==> src/rtl/parking_allocator.sv <==
// -----------------------------------------------------------------------------
// parking_allocator
//
// Upstream stage of the parking token path. Tracks occupancy of 8 parking
// spaces, serves entry requests (level handshake on car_in / grant) by
// allocating the lowest-numbered free space, and frees spaces on exit pulses.
// The allocated space number and the current pattern are handed to
// token_production while grant is high.
//
// Optional feature: define PATTERN_ROTATE_EN to rotate pattern left by one
// on the edge that ends each GRANT cycle. Without it, pattern is constant.
//
// Ports:
//   clk          in   1  system clock, rising edge
//   rst_n        in   1  asynchronous active-low reset
//   car_in       in   1  entry request, level, held until grant is seen
//   car_out      in   1  exit request, single-cycle pulse
//   exit_number  in   3  space being vacated, valid with car_out
//   park_number  out  3  allocated space, held until the next allocation
//   pattern      out  3  pattern presented to token_production
//   grant        out  1  one-cycle pulse, park_number newly allocated
//   full         out  1  all 8 spaces occupied
//   empty        out  1  no space occupied
//   free_count   out  4  number of free spaces, 0..8
//   err          out  1  one-cycle pulse, exit of an unoccupied space
// -----------------------------------------------------------------------------
module parking_allocator #(
  parameter logic [2:0] PATTERN_INIT = 3'b101
) (
  input  logic       clk,
  input  logic       rst_n,
  input  logic       car_in,
  input  logic       car_out,
  input  logic [2:0] exit_number,
  output logic [2:0] park_number,
  output logic [2:0] pattern,
  output logic       grant,
  output logic       full,
  output logic       empty,
  output logic [3:0] free_count,
  output logic       err
);

  localparam logic [1:0] IDLE      = 2'd0;
  localparam logic [1:0] SEARCH    = 2'd1;
  localparam logic [1:0] GRANT     = 2'd2;
  localparam logic [1:0] WAIT_DROP = 2'd3;

  logic [1:0] state;
  logic [1:0] state_next;
  logic [7:0] occ;
  logic [7:0] occ_next;
  logic [2:0] lowest_free;
  logic [3:0] occ_count;

  // Lowest-index free space. Scanning from the top lets the last hit win.
  // NOTE: every combinational output gets a default before any conditional
  // assignment so no latch is inferred.
  always_comb begin
    lowest_free = 3'd0;
    for (int i = 7; i >= 0; i--) begin
      if (!occ[i]) lowest_free = 3'(i);
    end
  end

  always_comb begin
    occ_count = 4'd0;
    for (int i = 0; i < 8; i++) begin
      occ_count = occ_count + {3'b000, occ[i]};
    end
  end

  assign free_count = 4'd8 - occ_count;
  assign full       = (free_count == 4'd0);
  assign empty      = (free_count == 4'd8);
  // Decoded from state so an asynchronous reset removes it immediately.
  assign grant      = (state == GRANT);

  always_comb begin
    state_next = state;
    case (state)
      IDLE:      if (car_in && !full) state_next = SEARCH;
      SEARCH:    state_next = GRANT;
      GRANT:     state_next = WAIT_DROP;
      WAIT_DROP: if (!car_in) state_next = IDLE;
      default:   state_next = IDLE;
    endcase
  end

  // Allocation and exit are independent updates to occ. SEARCH is only
  // entered when a free space exists, and an exit can never clear the bit
  // being allocated because that bit was free (such an exit raises err).
  always_comb begin
    occ_next = occ;
    if (state == SEARCH) occ_next[lowest_free] = 1'b1;
    if (car_out && occ[exit_number]) occ_next[exit_number] = 1'b0;
  end

  // NOTE: sequential state uses non-blocking assignments so every register
  // samples the pre-edge values regardless of statement order.
  always_ff @(posedge clk or negedge rst_n) begin
    if (!rst_n) begin
      state       <= IDLE;
      occ         <= 8'd0;
      park_number <= 3'd0;
      pattern     <= PATTERN_INIT;
      err         <= 1'b0;
    end else begin
      state <= state_next;
      occ   <= occ_next;
      err   <= car_out && !occ[exit_number];
      if (state == SEARCH) park_number <= lowest_free;
`ifdef PATTERN_ROTATE_EN
      if (state == GRANT) pattern <= {pattern[1:0], pattern[2]};
`endif
    end
  end

endmodule
==> config.mk <==
export PLATFORM = sky130hd
export DESIGN_NAME = parking_allocator
export DESIGN_NICKNAME = d
export VERILOG_FILES = /design/src/rtl/parking_allocator.sv
export SDC_FILE = /design/constraint.sdc
export NUM_CORES = 1
export LEC_CHECK = 0
export ABC_AREA = 1
export BUFFER_PORTS_ARGS = -buffer_cell sky130_fd_sc_hd__clkbuf_2
export CORE_UTILIZATION = 55
export DETAILED_ROUTE_END_ITERATION = 16
export PLACE_DENSITY = 0.89
export SETUP_SLACK_MARGIN = 0.05
export SYNTH_ARGS = -nofsm -noshare
export SYNTH_HDL_FRONTEND = slang
export SYNTH_SLANG_ARGS = --single-unit
==> constraint.sdc <==
create_clock -name clk -period 7.85 [get_ports clk]
set_input_delay 1.57 -clock clk [delete_from_list [all_inputs] [get_ports clk]]
set_output_delay 1.57 -clock clk [all_outputs]
set_load 0.01 [all_outputs]
Yosys cells after proc, flatten, opt, wreduce, memory -nomap -nowiden
Index checks and enable logic that the tools add are counted.
W data, S select, Z words.

word-level totals
  register bits after elaboration = 14
  latch bits = 0
  bits in writable memories = 0
  ROM bits = 0
  bits of input ports = 7
  output and inout port bits = 14
  word-level logic and storage cells = 54
  memories kept = 0

operators by class
  add/sub/neg operators = 8
  multipliers = 0
  div/mod/pow operators = 0
  order comparisons = 4
  eq/ne operators = 6
  shift-type cells = 0
  muxes and demuxes = 19
  bitwise logic cells = 3
  reduce and logical (&&, ||, !) cells = 10

operators with widths
  cell                   count
  $mux W3                8
  $add A4 B1 Y4          4
  $mux W8                2
  $and A8 B8 Y8          1
  $lt A3 B4 Y1 const B   2
  $not A8 Y8             1
  $or A8 B8 Y8           1
  $pmux W2 S4            1
  $demux W1 S3           2
  $ge A3 B1 Y1 const B   2
  $logic_and A1 B1 Y1    5
  $add A3 B1 Y4          1
  $eq A2 B2 Y1 const B   2
  $eq A4 B4 Y1 const B   1
  $logic_not A4 Y1       1
  $mux W2                2
  $ne A2 B2 Y1 const B   2
  $sub A4 B4 Y4 const A  1
  $add A2 B1 Y3          1
  $bmux W1 S3            1
  $mux W1                3
  $add A1 B1 Y2          1
  $eq A2 B1 Y1 const B   1
  $logic_not A1 Y1       2
  2 further kinds        2

Logic depth before layout (Yosys ltp)
  depth after elaboration = 16
  depth in mapped cells = 12
  depth with buffers taken out = 12

Worst setup path before layout
Ideal clock, no wire load.

  path kind = register to output
  from = reg occ[4]
  to = out full
  data arrival time = 2.650 ns
  data required time = 6.280 ns
  path slack = 3.630 ns
  stages on the path, launching flop included = 9
  path buffers = 0
  path through = dfrtp_1 > fa_1 > inv_1 > ha_1 > fa_1 > fa_1 > inv_1 > ha_1 > nor3b_1

between the ends
  cells in the longest elaborated chain, start to end = 6

ends and longest elaborated chain
  item                        RTL line  source
  start, declared             51        logic [7:0] occ;
  start signal, assigned      110       occ <= occ_next;
  $add A4 B1 Y4 (4 in a row)  69        occ_count = occ_count + {3'b000, occ[i]};
  $sub A4 B4 Y4               73        assign free_count = 4'd8 - occ_count;
  $logic_not A4 Y1            74        assign full = (free_count == 4'd0);
  end, declared               38        output logic full,

Every way passes these cells.

Worst setup path after layout
Ends and elaborated chain as after synthesis.

==> reports/metrics.cfg <==
[layout]
diodes = 0
drive_gt1_frac = 0.151
fillers = 154
area_delta_synth_final_pct = 8.73
fin_nets = 190
fin_cells = 191

[sta]
fin_crit_sh = 0.592
clock_skew_ns = 0.000997
setup_violations = 0
drv_slew = 0
fin_setup_tns_ns = 0
rsz0062_at_grt = false
period_needed_ns = 4.65
max_freq_mhz = 215
finalHoldViolations = 0

[floorplanning]
pin_count = 21
start_util = 0.614
core_area_um2 = 1820
die_h_um = 47.1
dieWidth_um = 47.1
core.rowCount = 15
die-area_um2 = 2220

[place]
place_congestion = 0.836
io_buffer_count = 17
dpl.hpwl_mm = 1.83
dp_cells = 188

[synthesis]
synth-main-ff-cell = dfrtp_1
synth_async_sr_flop_share = 1.00
yosysUniqueCellTypes = 22
syn_avg_cell_area_um2 = 7.51
synthTopCellsByArea = dfrtp_1 (31%), nand2_1 (12%), ha_1 (12%)
yosysMostFrequentCell = nand2_1
yosys.area.top_type = dfrtp_1
syn-cell-area_um2 = 1120
syn_inst = 149
seq_area_frac_synth = 0.313
yosysTopAreaCellShare = 0.313
yosys_warnings = 3
synth-edff-count = 0
ys_ff_latch = 14
synth_common_cells = nand2_1 (37), inv_1 (28), dfrtp_1 (14)

[clock_network]
cts_root_buffer = clkbuf_4
clock_path_buffers = 2
cts_resized = 0
clock_latency_ns = 0.28
cts_sinks = 14
htree_levels = 1
clk_pin_slew_worst_paths_ns = 0.08
postCtsHoldBufs = 0
cts_tree = yes
cts_post_setup_buffers_inserted = 0
cts_buffers = 3

[worst_hold_path]
hold_end = park_number[0]
hp-class = flip-flop to flip-flop
hold_start = park_number[0]
whs_path_depth = 2

[worst_setup_path]
endpoint_kind = primary output
cp_max_fo = 4
setup.worst_path.start_class = flip-flop
r2r_slack_ns = 4.66
r2r_start = occ[4]
worstPathRequired_ns = 6.28
path_class = flip-flop to primary output
reg2reg_depth = 12
r2r-end = state[0]
worstPathArrival_ns = 3.08

[global_routing]
grt_pass1_wl_mm = 3.70
grt_max_degree = 15
grt_overflow = 0
grtUsageTotal = 0.248
antenna_found_initial = 0
grt_pass1_vias = 899

[detailed_routing]
vias = 977
dr.pass1.iters = 6
drc_errors = 0
drt_iter0_drc = 26
post_drt_via_cell_ratio = 5.12
wirelength_mm = 2.20
wl_per_cell_um = 11.5
ant_nets = 0

[status]
status = complete, no violations

[job]
maxCapViolCount = 0

[routing by layer]
metal	track usage	wire length [um]	vias to the layer above
met2	0.428	1060	43
met5	0	0	-
met1	0.301	930	440
met3	0.0231	139	7
met4	0.149	70	0
li1	-	-	487
[kinds of logic (layout without fill, tap and decap cells)]
logic type                 Yosys count  in the layout  synth area share
other                                1              3           0.00335
adders and majority gates           15             15             0.195
AOI/OAI and AO/OA                   20             20            0.0917
and+or+nand+nor                     64             64             0.251
DFF                                 14             14             0.313
buffers and inverters               35             50             0.147
[critical path, stage by stage (launching register included)]
cell and delay, ns:
dfrtp_1 0.42, fa_1 0.55, inv_1 0.04, ha_1 0.18, fa_1 0.49, fa_1 0.48
inv_1 0.08, ha_1 0.12, nor3b_1 0.24, clkbuf_2 0.18
[final cells by class]
cell class	instances	area (um2)	area share
well taps	25	31.3	0.0257
inverters	30	115	0.0946
clock buffers	3	22.5	0.0185
repair buffers	17	85.1	0.0700
multi-input cells	102	612	0.503
flip-flops and latches	14	350	0.288
[worst max-delay path by stage]
stage,slack [ns],from,cells past startpoint,end
after floorplan,3.63,occ[4],8,full
after global placement,3.57,occ[4],9,full
after detailed placement,3.48,occ[4],9,full
after CTS,3.17,occ[4],9,full
after global routing,3.02,occ[1],9,full
final,3.20,occ[4],9,full
[metrics by stage]
step	area [um2]	utilization	hold WS, ns	worst slack (ns)
2_1_floorplan	1130	-	0.516	3.63
3_3_place_gp	1190	0.656	0.463	3.57
3_5_place_dp	1190	0.656	0.470	3.48
4_1_cts	1220	0.668	0.490	3.17
5_1_grt	1220	0.668	0.503	3.02
6_report	1220	0.668	0.482	3.20
[sequential cells by signal, indices dropped and copies added, names as in the netlist]
name,cells
err,1
park_number,3
state,2
occ,8
[cells in the final DEF (no fill, tap or decap)]
cell	Yosys	final
a21oi_1	7	7
o21a_1	1	1
ha_1	11	11
nor3b_1	2	2
nor2_1	7	7
o21ai_0	6	6
nor3_1	4	4
nand2_1	37	37
fa_1	4	4
clkbuf_2	0	17
clkbuf_4	0	3
inv_1	28	28
nand2_2	2	2
inv_4	1	1
dfrtp_1	14	14
nand2_4	1	1
inv_2	1	1
o21ai_1	6	6
nand3_1	10	10
conb_1	1	3
nand4_1	1	1
Power is not shown: default switching activity piles up to over one toggle a cycle in this logic, so the estimate is an artifact.
